==> src/rtl/program_loader_tx.sv <==
// Frames a host byte stream into PROGRAMMER_* strobes and loads RomDepth bytes into each core ROM.
// All outputs are registered. A byte costs 1+Setup+Strobe+Hold cycles. READY is high only while waiting for a byte.
module program_loader_tx #(
  parameter int NumberOfCores = 4,
  parameter int RomDepth      = 16,
  parameter int SetupCycles   = 1,
  parameter int StrobeWidth   = 2,
  parameter int HoldCycles    = 1
) (
  input  logic       CLK,
  input  logic       PROGLOADER_RESET,
  input  logic       PROGLOADER_START,
  input  logic       PROGLOADER_ABORT,
  input  logic [7:0] PROGLOADER_DATA,
  input  logic       PROGLOADER_VALID,
  output logic       PROGLOADER_READY,
  output logic       PROGLOADER_BUSY,
  output logic       PROGLOADER_DONE,
  output logic       CPU_HOLD,
  output logic       PROGRAMMER_RESET,
  output logic [7:0] PROGRAMMER_DIN,
  output logic       PROGRAMMER_PCK,
  output logic       PROGRAMMER_SCK
);
  localparam int ByteW  = $clog2(RomDepth);
  localparam int CoreW  = (NumberOfCores > 1) ? $clog2(NumberOfCores) : 1;
  localparam int MaxPh0 = (SetupCycles > StrobeWidth) ? SetupCycles : StrobeWidth;
  localparam int MaxPh  = (MaxPh0 > HoldCycles) ? MaxPh0 : HoldCycles;
  localparam int PhW    = (MaxPh > 2) ? $clog2(MaxPh) : 1;

  typedef enum logic [3:0] {
    IDLE, PRST, WAIT, SETUP, PSTRB, HOLD, SSETUP, SSTRB, SHOLD, FIN
  } state_t;

  state_t             state, nxt_state;
  logic [PhW-1:0]     ph, nxt_ph;
  logic [ByteW-1:0]   byte_cnt, nxt_byte;
  logic [CoreW-1:0]   core_cnt, nxt_core;
  logic               aborting, nxt_abort;
  logic [7:0]         nxt_din;

  always_ff @(posedge CLK) begin
    if (PROGLOADER_RESET) begin
      state    <= IDLE;
      ph       <= '0;
      byte_cnt <= '0;
      core_cnt <= '0;
      aborting <= 1'b0;
    end else begin
      state    <= nxt_state;
      ph       <= nxt_ph;
      byte_cnt <= nxt_byte;
      core_cnt <= nxt_core;
      aborting <= nxt_abort;
    end
  end

  always_comb begin
    nxt_state = state;
    nxt_ph    = ph + 1'b1;
    nxt_byte  = byte_cnt;
    nxt_core  = core_cnt;
    nxt_abort = aborting;
    case (state)
      IDLE: begin
        nxt_ph = '0;
        if (PROGLOADER_START) begin
          nxt_state = PRST;
          nxt_byte  = '0;
          nxt_core  = '0;
          nxt_abort = 1'b0;
        end
      end
      // A normal programmer reset lasts two cycles; the abort variant only one.
      PRST: begin
        if (aborting || ph == PhW'(1)) begin
          nxt_ph    = '0;
          nxt_state = aborting ? IDLE : WAIT;
          nxt_abort = 1'b0;
        end
      end
      WAIT: begin
        nxt_ph = '0;
        if (PROGLOADER_VALID) nxt_state = SETUP;
      end
      SETUP:  if (ph == PhW'(SetupCycles - 1)) begin nxt_ph = '0; nxt_state = PSTRB;  end
      PSTRB:  if (ph == PhW'(StrobeWidth - 1)) begin nxt_ph = '0; nxt_state = HOLD;   end
      SSETUP: if (ph == PhW'(SetupCycles - 1)) begin nxt_ph = '0; nxt_state = SSTRB;  end
      SSTRB:  if (ph == PhW'(StrobeWidth - 1)) begin nxt_ph = '0; nxt_state = SHOLD;  end
      HOLD: begin
        if (ph == PhW'(HoldCycles - 1)) begin
          nxt_ph = '0;
          if (byte_cnt != ByteW'(RomDepth - 1)) begin
            nxt_byte  = byte_cnt + 1'b1;
            nxt_state = WAIT;
          end else if (core_cnt != CoreW'(NumberOfCores - 1)) begin
            nxt_byte  = '0;
            nxt_state = SSETUP;
          end else begin
            nxt_state = FIN;
          end
        end
      end
      SHOLD: begin
        if (ph == PhW'(HoldCycles - 1)) begin
          nxt_ph    = '0;
          nxt_core  = core_cnt + 1'b1;
          nxt_state = WAIT;
        end
      end
      FIN: begin
        nxt_ph    = '0;
        nxt_state = IDLE;
      end
      default: begin
        nxt_ph    = '0;
        nxt_state = IDLE;
      end
    endcase
    // Abort overrides everything except idle and the final done cycle.
    if (PROGLOADER_ABORT && state != IDLE && state != FIN) begin
      nxt_state = PRST;
      nxt_abort = 1'b1;
      nxt_ph    = '0;
      nxt_byte  = '0;
      nxt_core  = '0;
    end
  end

  always_comb begin
    nxt_din = PROGRAMMER_DIN;
    if (state == WAIT && nxt_state == SETUP)
      nxt_din = PROGLOADER_DATA;
    else if (nxt_state == SSETUP || nxt_state == IDLE || nxt_state == PRST)
      nxt_din = '0;
  end

  // Outputs are decoded from the next state so they line up with the state register.
  always_ff @(posedge CLK) begin
    if (PROGLOADER_RESET) begin
      PROGLOADER_READY <= 1'b0;
      PROGLOADER_BUSY  <= 1'b0;
      PROGLOADER_DONE  <= 1'b0;
      CPU_HOLD         <= 1'b0;
      PROGRAMMER_RESET <= 1'b0;
      PROGRAMMER_DIN   <= '0;
      PROGRAMMER_PCK   <= 1'b0;
      PROGRAMMER_SCK   <= 1'b0;
    end else begin
      PROGLOADER_READY <= (nxt_state == WAIT);
      PROGLOADER_BUSY  <= (nxt_state != IDLE);
      PROGLOADER_DONE  <= (nxt_state == FIN);
      CPU_HOLD         <= (nxt_state != IDLE);
      PROGRAMMER_RESET <= (nxt_state == PRST);
      PROGRAMMER_DIN   <= nxt_din;
      PROGRAMMER_PCK   <= (nxt_state == PSTRB);
      PROGRAMMER_SCK   <= (nxt_state == SSTRB);
    end
  end
endmodule

==> config.mk <==
export PLATFORM = sky130hd
export DESIGN_NAME = program_loader_tx
export DESIGN_NICKNAME = d
export VERILOG_FILES = /design/src/rtl/program_loader_tx.sv
export SDC_FILE = /design/constraint.sdc
export NUM_CORES = 1
export LEC_CHECK = 0
export ABC_AREA = 1
export CORE_MARGIN = 5
export CORE_UTILIZATION = 40
export DETAILED_ROUTE_END_ITERATION = 10
export GPL_TIMING_DRIVEN = 0
export HOLD_SLACK_MARGIN = 0.1
export MAX_ROUTING_LAYER = met4
export PLACE_DENSITY_LB_ADDON = 0.3
export SETUP_SLACK_MARGIN = 0.1
export SLEW_MARGIN = 20
export SYNTH_ARGS = -nofsm -noshare
export SYNTH_HDL_FRONTEND = slang
export SYNTH_SLANG_ARGS = --single-unit
==> constraint.sdc <==
create_clock -name CLK -period 2.27 [get_ports CLK]
set_input_delay 0.3405 -clock CLK [delete_from_list [all_inputs] [get_ports CLK]]
set_output_delay 0.3405 -clock CLK [all_outputs]
set_load 0.005 [all_outputs]
# Word-level counts from Yosys, hierarchy flattened
# Index checks and enable logic that the tools add are counted.
# word_totals
reg_bits,26
in_bits,13
# op_classes
addsub,3
reduce_logical,20
n_eq_ne,24
n_mux,32
# op_table
op,count
$mux W4,16
$pmux W4 S9,1
$eq A4 B3 Y1 const B,7
$eq A4 B2 Y1 const B,4
$mux W8,2
$ne A3 B3 Y1 const B,3
$eq A4 B1 Y1 const B,2
$eq A4 B4 Y1 const B,2
$logic_not A4 Y1,2
$ne A2 B2 Y1 const B,4
$ne A4 B4 Y1 const B,2
$pmux W4 S2,1
$reduce_bool A4 Y1,2
$mux W1,6
$mux W2,3
$reduce_and A3 Y1,2
$reduce_bool A2 Y1,3
$add A4 B1 Y4 const B,1
$pmux W2 S2,1
$reduce_and A4 Y1,1
$reduce_or A2 Y1,2
$reduce_or A4 Y1,1
$logic_and A1 B1 Y1,3
$logic_or A1 B1 Y1,3
other kinds (5),5

# Logic depth before layout (Yosys ltp)
# Gate-level depths: netlist of the first run.
# depth
ltp_word,11
ltp_mapped,12

# Worst setup path after synthesis of the first run
# No wires, ideal clock.
# synth_path
path_kind,register to register
startpoint,reg byte_cnt[0]
endpoint,reg PROGRAMMER_DIN[0]
arrival_ns,1.471
setup_slack_ns,0.666
period_less_slack_ns,1.604
setup_time_ns,0.132
stages_incl_launch_ff,11
cell_sequence,dfxtp_1 -> ha_1 -> inv_1 -> nor3_1 -> nand3_1 -> nand2_2 -> nor2_8 -> nor2_8 -> nand2_2 -> nand4_1 -> a21oi_1
# synth_via
elab_chain_len,9
# synth_lines
item,line_no,rtl
"start, declared",37,"logic [ByteW-1:0] byte_cnt, nxt_byte;"
"start signal, assigned",52,byte_cnt <= nxt_byte;
$ne A4 B4 Y1 (*),93,if (byte_cnt != ByteW'(RomDepth - 1)) begin
$mux W4 (*),93,
$mux W4 (*),91,if (ph == PhW'(HoldCycles - 1)) begin
$pmux W4 S9 (*),64,case (state)
$mux W4 (*),121,if (PROGLOADER_ABORT && state != IDLE && state != FIN) begin
$eq A4 B3 Y1 or $logic_not A4 Y1 (tied branches),134,else if (nxt_state == SSETUP || nxt_state == IDLE || nxt_state == PRST)
$logic_or A1 B1 Y1 (2 in a row),134,
$reduce_bool A2 Y1 (no line),--,
"end signal, assigned",155,PROGRAMMER_DIN <= nxt_din;
"end, declared",21,"output logic [7:0] PROGRAMMER_DIN,"
# Mark *: on every way between the ends. The rest lies on a longest branch, timed or not.
# A chain may end at the register's enable or synchronous reset.

# Worst setup path in the final report of the first run
# layout_path
startpoint,reg byte_cnt[0]
endpoint,reg PROGRAMMER_DIN[5]
# The elaborated chain is that of the path after synthesis.

==> summary.md, run 1 <==
| Metric | Value |
|---|---|
| IO Port Bufs | `26` |
| Total power | `0.903 mW` |
| Final core utilization | `51.6%` |
| Crit path max fanout | `9` |
| Die Span X | `68.7 um` |
| WHS Path Cells | `2` |
| Clk Tree Root Cell | `clkbuf_4` |
| Worst path max stage delay | `0.39 ns` |
| Worst Hold End | `PROGRAMMER_DIN[7]$_SDFFE_PP0P_` |
| Worst-margin pin slew | `0.446 ns` |
| Seq/Total Area, Yosys | `37.7%` |
| Synth top area share | `37.7%` |
| Starting Density | `41.4%` |
| ANT nets after route | `0` |
| Vias in the first global route | `1150` |
| Antenna Cells | `0` |
| CP Launch Type | `flop` |
| CP endpoint kind | `flop` |
| Core Box Area | `3340 sq um` |
| FF-to-FF End | `PROGRAMMER_DIN[5]$_SDFFE_PP0P_` |
| Max-cap violations | `0` |
| Post-Syn Nets | `203` |
| Area grow syn2layout | `24.7%` |
| Die Ht | `68.7 um` |
| Max Slew Vio Count | `0` |
| Final #Nets | `234` |
| Synth area leader | `dfxtp_1` |
| Post-route cell area | `1720 sq um` |
| Placed Area | `1700 sq um` |
| Tcrit/Tclk final | `82.5%` |
| Routed length per instance | `11.7 um` |
| Cell Area, Synth | `1380 sq um` |
| Buf/Inv on CP | `1` |
| Leak | `0.743 nW` |
| # IOs | `28` |
| Tot GR Track Use | `14.3%` |
| CTS buffer count | `3` |
| Status | `finished, final reports clean` |
| Crit-path leading delay family | `simple AND/OR/NAND/NOR gates` |
| Sink Count | `26` |
| FF+latch count, synth | `26` |
| Reg-to-Reg Start | `byte_cnt[0]$_SDFFE_PP0P_` |
| TNS Setup | `0 ns` |
| Crit path max-delay cell type | `dfxtp_1` |
| Final Skew | `0.00837 ns` |
| Syn Inst Count | `188` |
| Htree depth | `1` |
| Initial drt markers | `117` |
| Layout cells sized above 1 | `13.8%` |
| Critical path class | `reg -> reg` |
| Placed cells | `260` |
| CTS Buffer Depth | `2` |
| VDD IR max | `0.000409 V` |
| DRC viols | `0` |
| Power Density | `525 nW/um^2` |
| Post-CTS sizing | `0` |
| Fmax | `534 MHz` |
| Worst-Skew Late Latency | `0.32 ns` |
| Mapped Avg Cell Area | `7.34 sq um` |
| Initial antenna violation count | `0` |
| Grt total ovfl | `0` |
| Post-DR vias/cell | `4.95` |
| Primary flip-flop cell chosen by synthesis mapping | `dfxtp_1` |
| Netlist cell types | `30` |
| WP data arrival | `2.07 ns` |
| Yosys warns | `0` |
| DP Wirelength | `2.40 mm` |
| Final Hold Viols | `0` |
| Fin cells | `263` |
| First-pass GRT wire length | `5.05 mm` |
| Total number of vias | `1302` |
| DRT Wirelength | `3.07 mm` |
| WHS | `0.378 ns` |
| Worst path required time | `2.46 ns` |
| R2R Setup Slk | `0.40 ns` |
| Top post-synthesis cells by area | `dfxtp_1 (38%), nand3_1 (9.4%), nand2_1 (7.9%)` |
| Unrepaired setup endpoints after global routing | `no` |
| Largest net degree at the start of global routing | `14` |
| Die footprint | `4730 sq um` |
| First-pass DRT Iterations | `6` |
| R2R depth | `10` |
| Final min period | `1.87 ns` |
| Max_slew headroom | `70.2%` |
| Crit path cell chain | `ha_1 -> inv_1 -> nor3_1 -> nand3_1 -> nand2_2 -> nor2_8 -> nor2_8 -> nand2_2 -> nand4_1 -> a21oi_1` |
| Hold Path Class | `in -> reg` |
| Setup WS pre-CTS | `0.326 ns` |
| GP Congestion | `0.871` |
| CTS tree | `done` |
| Number of synthesized flops with an enable pin | `0` |
| Worst Hold Launch | `PROGLOADER_RESET` |
| Clk slew on worst S/H paths | `0.14 ns` |
| Cts hold-fix bufs | `0` |
| Final setup viols | `0` |
| Setup bufs post-CTS | `0` |
| # rows | `21` |
| Setup ws final | `0.397 ns` |
| Ys async rst share | `0%` |
worst max path at each step:
stage               depth (start not counted)  slack (ns)                      from                             end
floorplan                                  10        0.67  byte_cnt[0]$_SDFFE_PP0P_  PROGRAMMER_DIN[0]$_SDFFE_PP0P_
global placement                            9        0.33          PROGLOADER_START  PROGRAMMER_DIN[5]$_SDFFE_PP0P_
detailed placement                          9        0.33          PROGLOADER_START  PROGRAMMER_DIN[4]$_SDFFE_PP0P_
CTS                                        10        0.39  byte_cnt[0]$_SDFFE_PP0P_  PROGRAMMER_DIN[4]$_SDFFE_PP0P_
global route                               10        0.17  byte_cnt[0]$_SDFFE_PP0P_  PROGRAMMER_DIN[5]$_SDFFE_PP0P_
finish                                     10        0.40  byte_cnt[0]$_SDFFE_PP0P_  PROGRAMMER_DIN[5]$_SDFFE_PP0P_
routing by layer:
metal / global-route usage [%] / part of all wire (%)
met1: 20.0 / 49
met2: 21.1 / 46
met3: 3.73 / 4.9
met4: 2.19 / 0.68
met5: - / 0
worst reg2reg max path, cell delays in order, from the launching register on:
cell     delay (ns)
dfxtp_1        0.39
ha_1           0.23
inv_1          0.07
nor3_1         0.20
nand3_1        0.16
nand2_2        0.15
nor2_8         0.06
nor2_8         0.17
nand2_2        0.14
nand4_1        0.10
a21oi_1        0.07
sequential cells by signal, summed over array words and instances, names as in the netlist:
signal	flops
core_cnt	2
aborting	1
PROGRAMMER_RESET	1
PROGLOADER_DONE	1
PROGRAMMER_SCK	1
state	4
PROGLOADER_READY	1
PROGRAMMER_DIN	8
ph	1
CPU_HOLD	1
PROGRAMMER_PCK	1
byte_cnt	4
layout make-up:
class	count	area [sq um]
plain buffers	4	20.0
clock buffers	3	22.5
multi-input cells	132	742
flip-flops and latches	26	520
repair buffers	26	260
well taps	46	57.6
fillers	342	1620
inverters	26	97.6
placed cells by master, fill, tap and decap left out, types with 3 or more instances in the layout:
master / count
a21oi_1: 12
clkbuf_4: 3
clkdlybuf4s50_1: 26
dfxtp_1: 26
inv_1: 20
inv_2: 4
nand2_1: 29
nand2_2: 4
nand3_1: 26
nand3_2: 4
nand4_1: 10
nor2_1: 17
nor2_2: 6
nor3_1: 4
o21ai_0: 4
Yosys cell counts (2+ instances only):
cell type / number
nand2_1: 29
dfxtp_1: 26
nand3_1: 26
inv_1: 20
nor2_1: 17
a21oi_1: 12
nand4_1: 10
nor2_2: 6
inv_2: 4
nand2_2: 4
nand3_2: 4
nor3_1: 4
o21ai_0: 4
clkbuf_1: 2
clkinv_1: 2
ha_1: 2
nor2_8: 2
o21ai_1: 2
report_power, final:
group          internal [mW]  switching [mW]  total [mW]
sequential             0.476          0.0148       0.491
combinational         0.0851           0.134       0.219
clock                 0.0621           0.130       0.193
cells by family (layout without fill, tap and decap cells):
kind of cell	after synthesis	after routing	share of synthesized area (%)
adders and majority gates	2	2	1.81
AOI/OAI and AO/OA	21	21	8.25
DFF	26	26	37.7
buffers and inverters	30	59	8.52
and+or+nand+nor	108	108	43.1
xor gates and xnor gates	1	1	0.635
Power figures use the tool's default switching activity.
==> run 2, diff against run 1 <==
clock period = 1.56 ns   (was 2.27 ns; I/O delays follow)
==> run 2 against run 1 <==
Net effect: the flow now finishes with violations (setup timing); critical path depth rose by 1; non-clock buffer count is 21 higher; total power increased by 84%; flip-flop and latch count is the same; first-iteration DRC count is 9.4% lower; combinational power increased by 110%; clock skew fell by 0.0055 ns; fmax rose by 9.5%; largest power group unchanged; highest routed layer unchanged.
==> summary.md, run 2 (synthesized netlist as in run 1, its figures left out) <==
| Metric | Value |
|---|---|
| Status | `finished with violations` |
| Failing checks | `setup timing` |
| DP Wirelength | `2.47 mm (+3.2%)` |
| Sink Count | `26 (unchanged)` |
| Placed cells | `260 (unchanged)` |
| Fmax | `585 MHz (+9.5%)` |
| Flip-flop count of the largest register after layout | `8 (unchanged)` |
| CTS buffer count | `3 (unchanged)` |
| Layout cells sized above 1 | `41.9% (+28 points)` |
| Grt total ovfl | `0 (unchanged)` |
| Commonest non-fill, non-tap cell in the layout | `nand2_1` |
| Tcrit/Tclk final | `110% (+27 points)` |
| Worst-margin pin slew | `0.488 ns (+0.0419 ns)` |
| Total number of vias | `1495 (+15%)` |
| GP Congestion | `0.914 (+4.9%)` |
| First-pass DRT Iterations | `4 (-2)` |
| WHS | `0.289 ns (-0.0889 ns)` |
| Tot GR Track Use | `19.0% (+4.7 points)` |
| Fin cells | `287 (+9.1%)` |
| IO Port Bufs | `26 (unchanged)` |
| CTS tree | `done` |
| ANT nets after route | `0 (unchanged)` |
| WP data arrival | `1.98 ns (-0.09 ns)` |
| Worst Hold Launch | `PROGLOADER_RESET` |
| DRT Wirelength | `4.13 mm (+34%)` |
| Final setup viols | `17 (+17)` |
| Routed length per instance | `14.4 um (+23%)` |
| Largest net degree at the start of global routing | `16 (+2)` |
| First-pass GRT wire length | `6.58 mm (+30%)` |
| Clk slew on worst S/H paths | `0.15 ns (about the same)` |
| Initial drt markers | `106 (-9.4%)` |
| Max Slew Vio Count | `0 (unchanged)` |
| Reg-to-Reg Start | `state[0]$_SDFF_PP0_` |
| Crit path max fanout | `6 (-3)` |
| Biggest registers after layout | `PROGRAMMER_DIN: 8 flops, byte_cnt: 4 flops, state: 4 flops` |
| Critical path class | `reg -> reg` |
| Starting Density | `41.4% (unchanged)` |
| Worst path max stage delay | `0.43 ns (+0.04 ns)` |
| Antenna Cells | `0 (unchanged)` |
| # rows | `21 (unchanged)` |
| Area grow syn2layout | `60.2%` |
| Leak | `1.12 nW (+50%)` |
| Final Skew | `0.00283 ns (-0.00554 ns)` |
| Crit path launch | `state[0]$_SDFF_PP0_` |
| Final min period | `1.71 ns (-0.163 ns)` |
| Worst path required time | `1.83 ns (-0.63 ns)` |
| VDD IR max | `0.000731 V (+79%)` |
| # IOs | `28 (unchanged)` |
| Most frequent cells in the layout | `nand2_1 (21), nand3_1 (20), buf_4 (20)` |
| Die Span X | `68.7 um (unchanged)` |
| Clk Tree Root Cell | `clkbuf_4` |
| Crit-path leading delay family | `simple AND/OR/NAND/NOR gates` |
| Power Density | `753 nW/um^2 (+43%)` |
| Core Box Area | `3340 sq um (unchanged)` |
| CTS Buffer Depth | `2 (unchanged)` |
| FF+latch area | `552 sq um (+6.0%)` |
| Max_slew headroom | `67.5% (-2.8 points)` |
| Setup ws final | `-0.150 ns (-0.547 ns)` |
| DRC viols | `0 (unchanged)` |
| Area of the multi-input gates | `966 sq um (+30%)` |
| Filler cells | `273 (-20%)` |
| Final Hold Viols | `0 (unchanged)` |
| Unrepaired setup endpoints after global routing | `yes` |
| Vias in the first global route | `1477 (+28%)` |
| Crit path cell chain | `inv_4 -> nor2_4 -> nand2_2 -> inv_4 -> nand3_4 -> nand3_4 -> nand2_8 -> buf_4 -> nor2_4 -> nand3_1 -> a21oi_1` |
| Max-cap violations | `0 (unchanged)` |
| Buf/Inv on CP | `3 (+2)` |
| Worst-Skew Late Latency | `0.33 ns (about the same)` |
| Crit path max-delay cell type | `dfxtp_4` |
| Hold Path Class | `in -> reg` |
| Htree depth | `1 (unchanged)` |
| Die Ht | `68.7 um (unchanged)` |
| Most flop-heavy register | `PROGRAMMER_DIN` |
| Post-DR vias/cell | `5.21 (+5.2%)` |
| Final #Nets | `257 (+9.8%)` |
| CP Launch Type | `flop` |
| CP endpoint kind | `flop` |
| Die footprint | `4730 sq um (unchanged)` |
| Initial antenna violation count | `0 (unchanged)` |
run 2: final cells by class:
class                           instances  share of cell area [%]
Tap cell                               46                    2.60
Clock inverter                          1                    1.36
Sequential cell                        26                    25.0
Timing Repair Buffer                   47                    20.3
Inverter                               26                    4.87
Multi-Input combinational cell        134                    43.7
Clock buffer                            3                    1.02
Buffer                                  4                    1.19
run 2: worst paths after layout:
check / endpoint / slack (ns) / cells after the start
setup / recovery: PROGRAMMER_DIN[1]$_SDFFE_PP0P_ / -0.15 / 11
hold / removal: state[2]$_SDFF_PP0_ / 0.29 / 2
setup reg to reg: PROGRAMMER_DIN[1]$_SDFFE_PP0P_ / -0.15 / 11
hold reg to reg: PROGRAMMER_DIN[3]$_SDFFE_PP0P_ / 0.50 / 2
run 2: through the flow:
step | util (%) | power, mW | setup slack (ns) | TNS [ns] | area, sq um
2_1_floorplan | - | 0.962 | 0.0788 | 0 | 1460
5_1_grt | 66.3 | 1.75 | -0.257 | -3.66 | 2210
3_3_place_gp | 53.1 | 1.07 | -0.249 | -2.86 | 1770
6_report | 66.3 | 1.66 | -0.150 | -1.77 | 2210
3_5_place_dp | 53.1 | 1.07 | -0.259 | -3.04 | 1770
4_1_cts | 60.9 | 1.61 | -0.0656 | -0.659 | 2030
run 2: repair_timing:
action	4_1_cts	5_1_grt
pin swaps	11	22
gates cloned	1	1
endpoints found under the setup margin	23	37
buffers inserted	12	9
hold buffers	0	0
resized for setup	29	42
run 2: layer usage:
metal / global-route usage, % / part of all wire [%] / vias to the layer above
met2: 31.1 / 51 / 59
met1: 23.1 / 41 / 688
met4: 7.06 / 3.1 / 0
met5: - / 0 / -
met3: 3.89 / 5.3 / 12
li1: - / - / 736
run 2: power by group:
part	switching (mW)	internal, mW
combinational	0.267	0.194
clock	0.218	0.260
sequential	0.0319	0.694
total	0.517	1.15
run 2: worst reg2reg max path, delay by kind of cell (launching register included):
kind	cells	cell delay [ns]
AND/OR/NAND/NOR	7	0.76
flip-flops	1	0.43
buffers and inverters	3	0.31
AO/OA/AOI/OAI	1	0.15
